**src/rtl/fir_seq_pkg.sv**
```systemverilog
// fir_seq_pkg: shared FIR sequencer types, default sizes and saturation helpers.
package fir_seq_pkg;
  typedef enum logic [1:0] {IDLE, MAC, OUT} state_e;
  localparam int TAPS_DEF   = 8;
  localparam int DATA_W_DEF = 8;
  localparam int COEF_W_DEF = 8;
  localparam int SHIFT_DEF  = 6;
  function automatic int acc_w(input int data_w, input int coef_w, input int taps);
    return data_w + coef_w + $clog2(taps);
  endfunction
  localparam int ACC_W_DEF    = acc_w(DATA_W_DEF, COEF_W_DEF, TAPS_DEF);
  localparam int COEF_RST_DEF = 1 << SHIFT_DEF;
  function automatic int sat_max(input int w);
    return (1 << (w - 1)) - 1;
  endfunction
  function automatic int sat_min(input int w);
    return -(1 << (w - 1));
  endfunction
endpackage

```
**src/rtl/fir_shift_sat.sv**
```systemverilog
// fir_shift_sat: optional round-half-up (FIR_ROUND_EN), arithmetic shift and clip to DATA_W.
module fir_shift_sat import fir_seq_pkg::*; #(
  parameter int ACC_W  = ACC_W_DEF,
  parameter int DATA_W = DATA_W_DEF,
  parameter int SHIFT  = SHIFT_DEF
) (
  input  logic signed [ACC_W-1:0]  acc_i,
  output logic signed [DATA_W-1:0] y_o
);
  localparam logic signed [ACC_W:0] HI = (ACC_W+1)'(sat_max(DATA_W));
  localparam logic signed [ACC_W:0] LO = (ACC_W+1)'(sat_min(DATA_W));
`ifdef FIR_ROUND_EN
  localparam logic signed [ACC_W:0] RND = (ACC_W+1)'(1 << (SHIFT - 1));
`else
  localparam logic signed [ACC_W:0] RND = '0;
`endif
  logic signed [ACC_W:0] ext, sum, sh;
  // one guard bit keeps the rounding add from wrapping
  assign ext = {acc_i[ACC_W-1], acc_i};
  assign sum = ext + RND;
  assign sh  = sum >>> SHIFT;
  assign y_o = (sh > HI) ? HI[DATA_W-1:0] : (sh < LO) ? LO[DATA_W-1:0] : sh[DATA_W-1:0];
endmodule

```
**src/rtl/fir_mac_sequencer.sv**
```systemverilog
// fir_mac_sequencer: time-multiplexed FIR, one shared MAC over TAPS cycles per sample.
// Rounding before the shift is enabled with FIR_ROUND_EN (see fir_shift_sat).
module fir_mac_sequencer import fir_seq_pkg::*; #(
  parameter int TAPS   = TAPS_DEF,
  parameter int DATA_W = DATA_W_DEF,
  parameter int COEF_W = COEF_W_DEF,
  parameter int SHIFT  = SHIFT_DEF,
  localparam int AW    = $clog2(TAPS),
  localparam int ACC_W = acc_w(DATA_W, COEF_W, TAPS)
) (
  input  logic                     clk_i,
  input  logic                     reset_i,
  input  logic signed [DATA_W-1:0] x_i,
  input  logic                     x_valid_i,
  output logic                     x_ready_o,
  input  logic                     coef_we_i,
  input  logic [AW-1:0]            coef_addr_i,
  input  logic signed [COEF_W-1:0] coef_data_i,
  output logic signed [DATA_W-1:0] y_o,
  output logic                     y_valid_o,
  output logic                     busy_o
);
  localparam logic signed [COEF_W-1:0] COEF_RST = COEF_W'(1 << SHIFT);
  state_e                     state_q, state_d;
  logic signed [DATA_W-1:0]   smp_q [TAPS];
  logic signed [DATA_W-1:0]   smp_d [TAPS];
  logic signed [COEF_W-1:0]   coef_q [TAPS];
  logic signed [COEF_W-1:0]   coef_d [TAPS];
  logic signed [ACC_W-1:0]    acc_q, acc_d, acc_sum;
  logic [AW-1:0]              k_q, k_d, wr_q, wr_d, idx;
  logic signed [DATA_W-1:0]   y_q, y_d, y_sat;
  logic signed [DATA_W+COEF_W-1:0] prod;
  // newest sample sits at wr_q, so tap k reads k entries back
  assign idx       = wr_q - k_q;
  assign prod      = coef_q[k_q] * smp_q[idx];
  assign acc_sum   = acc_q + ACC_W'(prod);
  assign x_ready_o = state_q == IDLE;
  assign busy_o    = state_q != IDLE;
  assign y_valid_o = state_q == OUT;
  assign y_o       = y_q;
  fir_shift_sat #(.ACC_W(ACC_W), .DATA_W(DATA_W), .SHIFT(SHIFT)) u_sat (
    .acc_i(acc_sum),
    .y_o  (y_sat)
  );
  always_ff @(posedge clk_i) begin
    if (reset_i) begin
      state_q <= IDLE;
      acc_q   <= '0;
      k_q     <= '0;
      wr_q    <= '0;
      y_q     <= '0;
      for (int i = 0; i < TAPS; i++) begin
        smp_q[i]  <= '0;
        coef_q[i] <= (i == 0) ? COEF_RST : '0;
      end
    end else begin
      state_q <= state_d;
      acc_q   <= acc_d;
      k_q     <= k_d;
      wr_q    <= wr_d;
      y_q     <= y_d;
      smp_q   <= smp_d;
      coef_q  <= coef_d;
    end
  end
  always_comb begin
    state_d = state_q;
    smp_d   = smp_q;
    coef_d  = coef_q;
    acc_d   = acc_q;
    k_d     = k_q;
    wr_d    = wr_q;
    y_d     = y_q;
    if (state_q == IDLE) begin
      if (coef_we_i) coef_d[coef_addr_i] = coef_data_i;
      if (x_valid_i) begin
        smp_d[wr_q] = x_i;
        acc_d       = '0;
        k_d         = '0;
        state_d     = MAC;
      end
    end else if (state_q == MAC) begin
      acc_d = acc_sum;
      k_d   = k_q + 1'b1;
      if (k_q == AW'(TAPS - 1)) begin
        y_d     = y_sat;
        wr_d    = wr_q + 1'b1;
        state_d = OUT;
      end
    end else begin
      state_d = IDLE;
    end
  end
endmodule

```
**config.mk**
```make
export PLATFORM = sky130hd
export DESIGN_NAME = fir_mac_sequencer
export DESIGN_NICKNAME = d
export VERILOG_FILES = /design/src/rtl/fir_seq_pkg.sv /design/src/rtl/fir_shift_sat.sv /design/src/rtl/fir_mac_sequencer.sv
export SDC_FILE = /design/constraint.sdc
export NUM_CORES = 1
export LEC_CHECK = 0
export CORE_MARGIN = 2
export CORE_UTILIZATION = 60
export CTS_CLUSTER_DIAMETER = 80
export DETAILED_ROUTE_END_ITERATION = 10
export PLACE_DENSITY = 0.78
export SYNTH_ARGS = -nofsm -noshare
export SYNTH_HDL_FRONTEND = slang
export SYNTH_SLANG_ARGS = --single-unit
```
**constraint.sdc**
```tcl
create_clock -name clk_i -period 10 [get_ports clk_i]
set_clock_uncertainty 0.2 [all_clocks]
set_input_delay 1 -clock clk_i [delete_from_list [all_inputs] [get_ports clk_i]]
set_output_delay 1 -clock clk_i [all_outputs]
set_load 0.05 [all_outputs]
```
==> metrics.md, run 1 <==
| Metric | Value |
|---|---|
| Critical-path maximum fanout | 19 |
| Aggregate global-route resource usage | 0.260 |
| RSZ-0062 raised after global routing | no |
| CTS root buf | clkbuf_16 |
| Final Max Tran Viols | 0 |
| Top achievable clock speed | between 100 and 150 MHz |
| CP max stage cell | mux2i_1 |
| LEAKAGE | approximately 5.5 nW |
| Final setup fails | 0 |
| Via density per instance | between 5 and 6 |
| Filler cell count in the final layout | 1,295 |
| Most frequent cells in the layout | 216 x nor2_1, 163 x dfxtp_1, 146 x mux2i_1 |
| Worst Path Arrival | 8.54 ns |
| Clk pin slew, worst setup/hold paths | about 0.07 ns |
| Worst Tran Pin Value | between 1 and 1.5 ns |
| Top post-synthesis cells by area | dfxtp_1 32%, fa_1 17%, mux2i_1 14% |
| Routed Wire Length | ~22 mm |
| Post-synthesis sequential area ratio | 0.317 |
| Synthesized flop and latch total | around 160 |
| Chip Width | around 140 um |
| First-pass DRT Iterations | 5 |
| CP cell instances | buf_4 -> ha_1 -> inv_1 -> fa_1 -> xor2_1 -> xnor2_1 -> buf_4 -> mux4_2 -> mux2i_1 -> nor2_1 -> fa_1 -> inv_1 -> fa_1 -> inv_1 -> fa_1 -> fa_1 -> ha_1 -> ha_1 -> nor4b_1 -> a2111oi_0 -> o311ai_2 -> or3_4 -> o22ai_4 -> o32ai_1 |
| Fin cells | 1,252 |
| Placeable Area | ~17,000 sq um |
| Max cap viols | 0 |
| Setup crit end kind | flop |
| Worst hold slack | 0.270 ns |
| Maximum clock path buffer count | 2 |
| Final core utilization | 0.681 |
| Area Growth Syn to Fin | 10.3% |
| Commonest non-fill, non-tap cell in the layout | nor2_1 |
| Avg WL per Cell | 17.4 um |
| Die Height | approximately 140 um |
| Setup tns final | 0 ns |
| Post-Syn Instances | a little over 1,000 |
| Critical path class | reg -> reg |
| Hold Violations, Final | 0 |
| Post_cts resized | 0 |
| N_diodes | 0 |
| Dpl cell area | ~11,000 sq um |
| Critical path's top delay family | adder cells |
| Synth warn | 0 |
| Routability cong. | between 0.8 and 0.9 |
| Final Cycle Share | 0.845 |
| Post-CTS setup buffers | 0 |
| DR vias | 7,083 |
| Die area | approximately 18,000 sq um |
| Dpl cells | ~1,200 |
| Num rows | 47 |
| Htree depth | 4 |
| TritonCTS clock tree | done |
| Synthesized Nets | approximately 1,200 |
| Post-DP HPWL | 15.2 mm |
| Clk_lat worst skew | 0.44 ns |
| VDD IR-drop max | ~170 uV |
| Status | finished clean |
| Vias in the first global route | roughly 7,400 |
| Slew HR | 0.273 |
| Largest net degree at the start of global routing | 107 |
| Async S/R FF share, synth | 0 |
| Nature of the critical path startpoint | flop |
| Worst Hold Class | reg -> reg |
| Top_reg_cell synth | dfxtp_1 |
| Area leader, netlist | dfxtp_1 |
| Starting density of the core | 0.617 |
| Avg Inst Size Synth | a little over 10 sq um |
| Nets | around 1,200 |
| Worst path most repeated cell | fa_1 |
| I/O Pins | 34 |
| Crit-path max cell delay | 0.72 ns |
| ANT nets after route | 0 |
| Initial DRC Count | 433 |
| Buf/Inv on CP | 5 |
| CTS Hold Bufs | 0 |
| Setup ws final | around 1.6 ns |
| Grt total ovfl | 0 |
| Sink Count | around 160 |
| Synth cell types | 46 |
| Yosys top cell area share | 0.317 |
| DRC viols | 0 |
| # port buffers | 33 |
| Dpl ws | 1.62 ns |
| CP required | between 10 and 15 ns |
| Initial antenna violation count | 0 |
| Mapped cell area | roughly 10,000 sq um |
| Tmin final | ~8.4 ns |
| Total CTS buffers | 17 |
| Global-route wire length before repair | roughly 37 mm |
| Pwr per Cell Area | 134 nW/um^2 |
| EDFF count, synth | 0 |
| Fin area | 11,400 sq um |
| Fraction of layout cells with a size suffix above 1 | 0.0969 |
| Total power draw | around 1.5 mW |
==> worst reg2reg max path, stage by stage (launching register included) <==
cell and delay [ns]:
dfxtp_1 0.31, buf_4 0.33, ha_1 0.22, inv_1 0.05, fa_1 0.38, xor2_1 0.16, xnor2_1 0.18, buf_4 0.28
mux4_2 0.34, mux2i_1 0.72, nor2_1 0.28, fa_1 0.55, inv_1 0.15, fa_1 0.62, inv_1 0.11, fa_1 0.52
fa_1 0.50, ha_1 0.31, ha_1 0.39, nor4b_1 0.18, a2111oi_0 0.51, o311ai_2 0.22, or3_4 0.43, o22ai_4 0.21
o32ai_1 0.14
==> logic make-up after synthesis <==
family	Yosys count	share of synthesized area
AOI/OAI and AO/OA	69	0.0521
and+or+nand+nor	297	0.121
muxes	178	0.212
adders and majority gates	133	0.223
xor gates and xnor gates	22	0.0194
buffers and inverters	150	0.0556
DFF	163	0.317
==> flip-flops by register name, summed over array words and instances (netlist names) <==
signal   count
coef_q      64
wr_q         3
k_q          3
smp_q       64
y_o          8
acc_q       19
state_q      2
==> layout make-up <==
class	count	area (sq um)	area share
Clock inverter	13	165	0.0145
Timing Repair Buffer	41	388	0.0341
Tap cell	220	275	0.0242
Multi-Input combinational cell	699	6470	0.569
Sequential cell	163	3260	0.287
Inverter	97	364	0.0320
Clock buffer	19	443	0.0389
==> cells in the mapped netlist, types with 11 or more instances <==
cell and instances:
nor2_1 216, mux4_2 32, nor2b_1 15, ha_1 48
inv_1 97, xnor2_1 12, dfxtp_1 163, fa_1 85
a21oi_1 11, mux2i_1 146, a22oi_1 20, clkbuf_1 38
nand2_1 31, or2_2 19
==> metal layers <==
metal	global-route usage	vias to the layer above	routed length (um)	part of all wire
met1	0.337	3543	9690	0.44
met3	0.0495	36	829	0.038
li1	-	3377	-	-
met5	0	-	0	0
met4	0.0891	0	426	0.020
met2	0.441	127	10800	0.50
==> report_power, final <==
part	internal [mW]	switching (mW)	total [mW]
registers	0.658	0.00620	0.665
clock network	0.384	0.296	0.681
logic	0.0714	0.104	0.175
==> worst paths after layout <==
path               from         end  slack, ns  depth (start not counted)
max              k_q[0]      y_o[1]       1.55                         24
min          coef_q[62]  coef_q[62]       0.27                          1
max reg2reg      k_q[0]      y_o[1]       1.55                         24
min reg2reg  coef_q[62]  coef_q[62]       0.27                          1
Note: power is estimated with default switching activity, not from simulation.
==> inputs of run 2 (changes only) <==
--- a/config.mk
+++ b/config.mk
@@ -6,10 +6,10 @@
 export NUM_CORES = 1
 export LEC_CHECK = 0
 export CORE_MARGIN = 2
-export CORE_UTILIZATION = 60
+export CORE_UTILIZATION = 56
 export CTS_CLUSTER_DIAMETER = 80
 export DETAILED_ROUTE_END_ITERATION = 10
-export PLACE_DENSITY = 0.78
+export PLACE_DENSITY = 0.77
 export SYNTH_ARGS = -nofsm -noshare
 export SYNTH_HDL_FRONTEND = slang
 export SYNTH_SLANG_ARGS = --single-unit
==> constraint.sdc (replaced) <==
create_clock -name clk_i -period 6.9 [get_ports clk_i]
set_clock_uncertainty 0.2 [all_clocks]
set_input_delay 0.69 -clock clk_i [delete_from_list [all_inputs] [get_ports clk_i]]
set_output_delay 0.69 -clock clk_i [all_outputs]
set_load 0.05 [all_outputs]
==> metrics.md, run 2 (synthesis results as in run 1) <==
| Metric | Value |
|---|---|
| Status | finished, violations left |
| Failing checks | setup timing |
| Crit-path max cell delay | 0.51 ns |
| RR Endpoint | y_o[2] |
| Sink Count | 163 |
| Maximum clock path buffer count | 2 |
| Critical path class | reg -> reg |
| Most frequent cells in the layout | 210 x nor2_1, 160 x dfxtp_1, 138 x mux2i_1 |
| # port buffers | 33 |
| Num rows | 49 |
| WHS Path Cells | 1 |
| RR Startpoint | wr_q[0] |
| Setup crit end kind | flop |
| CTS Hold Bufs | 0 |
| Routed Wire Length | 25.9 mm |
| Clk_lat worst skew | approximately 0.44 ns |
| VDD IR-drop max | around 170 uV |
| Avg WL per Cell | ~19 um |
| Initial DRC Count | 540 |
| Setup ws final | -0.392 ns |
| CP required | ~7 ns |
| RSZ-0062 raised after global routing | yes |
| Clk pin slew, worst setup/hold paths | 0.07 ns |
| Global-route wire length before repair | between 40 and 50 mm |
| CTS root buf | clkbuf_16 |
| Chip Width | 140 um |
| Dpl ws | -0.250 ns |
| Filler cell count in the final layout | between 1,000 and 1,500 |
| LEAKAGE | a little over 6 nW |
| Area Growth Syn to Fin | 24.3% |
| N_diodes | 0 |
| Commonest non-fill, non-tap cell in the layout | nor2_1 |
| Via density per instance | approximately 5.7 |
| Starting density of the core | 0.572 |
| TritonCTS clock tree | done |
| CP max stage cell | fa_1 |
| Initial antenna violation count | 0 |
| Worst Tran Pin Value | 1.11 ns |
| Placeable Area | 18,000 sq um |
| Hold Violations, Final | 0 |
| Register area | approximately 3300 sq um |
| Tmin final | about 7.3 ns |
| Pwr per Cell Area | 178 nW/um^2 |
| Nets | 1,296 |
| DRC viols | 0 |
| DR vias | 7,872 |
| Critical-path maximum fanout | 7 |
| Worst Hold Class | reg -> reg |
| Reg2reg path depth | 28 |
| First-pass DRT Iterations | 5 |
| Post-DP HPWL | ~16 mm |
| Vias in the first global route | about 8,000 |
| Routability cong. | between 0.8 and 0.9 |
| Top flop regs | coef_q (64), smp_q (64), acc_q (19) |
| R2r setup slk | -0.39 ns |
| Crit path from | wr_q[0] |
| Fin cells | around 1,400 |
| Aggregate global-route resource usage | 0.274 |
| Hold EP | coef_q[62] |
| Hold path start | coef_q[62] |
| Htree depth | 4 |
| ANT nets after route | 0 |
| Nature of the critical path startpoint | flop |
| Dpl cells | approximately 1,300 |
| Final setup fails | 11 |
| Die area | approximately 20,000 sq um |
| Final Max Tran Viols | 0 |
| Worst path most repeated cell | fa_1 |
| Fraction of layout cells with a size suffix above 1 | 0.248 |
| I/O Pins | 34 |
| Largest net degree at the start of global routing | 110 |
| Final Cycle Share | 1.06 |
| Die Height | about 140 um |
| Total power draw | between 2 and 2.5 mW |
| Total CTS buffers | 17 |
| Max cap viols | 0 |
| Grt total ovfl | 0 |
| Worst Path Arrival | roughly 7.4 ns |
| Slew HR | 0.257 |
| Top achievable clock speed | 137 MHz |
| Multi-input logic area | roughly 6900 sq um |
## run 2: changes by cell type in the layout (fill, tap and decap cells not counted), moves of 6 or more
cell     before  now
mux2i_4       0    7
nor2_1      216  210
fa_1         85   78
ha_4          0   11
fa_2          0    7
buf_6         0    8
buf_4         9  118
ha_1         48   36
inv_2         0    6
inv_1        97   89
mux2i_1     146  138
## run 2: area by class of cell
type | count | share of cell area
clock buffers | 17 | 0.0332
well taps | 229 | 0.0224
repair buffers | 162 | 0.107
inverters | 97 | 0.0288
flip-flops and latches | 163 | 0.255
multi-input cells | 699 | 0.540
clock inverters | 15 | 0.0133
## run 2: layer usage
layer | wire length (um) | global-route usage | vias to the layer above | part of all wire
met5 | 0 | 0 | - | 0
met4 | 839 | 0.108 | 0 | 0.032
met3 | 1200 | 0.0458 | 71 | 0.046
met2 | 13500 | 0.478 | 267 | 0.52
met1 | 10400 | 0.342 | 3919 | 0.40
li1 | - | - | 3615 | -
## run 2: worst max-delay path, delay by kind of cell, from the launching register on
kind	cells	cell delay (ns)
AO/OA/AOI/OAI	6	1.16
XOR/XNOR	3	0.58
adder cells (fa/ha/maj)	8	3.16
buffers and inverters	7	0.61
flip-flops	1	0.34
multiplexers	2	0.61
AND/OR/NAND/NOR	2	0.48
## run 2: worst max-delay path by stage
stage / depth (start not counted) / end / slack [ns]
3_3_place_gp: 28 / y_o[0] / -0.16
6_report: 28 / y_o[2] / -0.39
3_5_place_dp: 28 / y_o[1] / -0.25
4_1_cts: 24 / y_o[2] / -0.08
5_1_grt: 28 / y_o[2] / -0.58
2_1_floorplan: 28 / y_o[2] / -0.06
## run 2: through the flow
stage / TNS, ns / hold WS, ns / area [sq um] / utilization
after floorplan: -0.444 / 0.231 / 10500 / -
after global placement: -1.19 / 0.248 / 11500 / 0.638
after detailed placement: -2.03 / 0.253 / 11500 / 0.638
after CTS: -0.517 / 0.273 / 12600 / 0.699
after global routing: -5.70 / 0.301 / 12800 / 0.711
final: -3.21 / 0.276 / 12800 / 0.711
## run 2: where the power goes
part           internal (mW)  switching (mW)
sequential             0.954         0.00992
clock                  0.546           0.432
combinational          0.159           0.182
total                   1.66           0.624
## run 2: timing repair
action,in CTS,in global routing
setup buffers,52,7
pin swaps,19,24
gates resized for setup,26,37
endpoints found under the setup margin,11,47
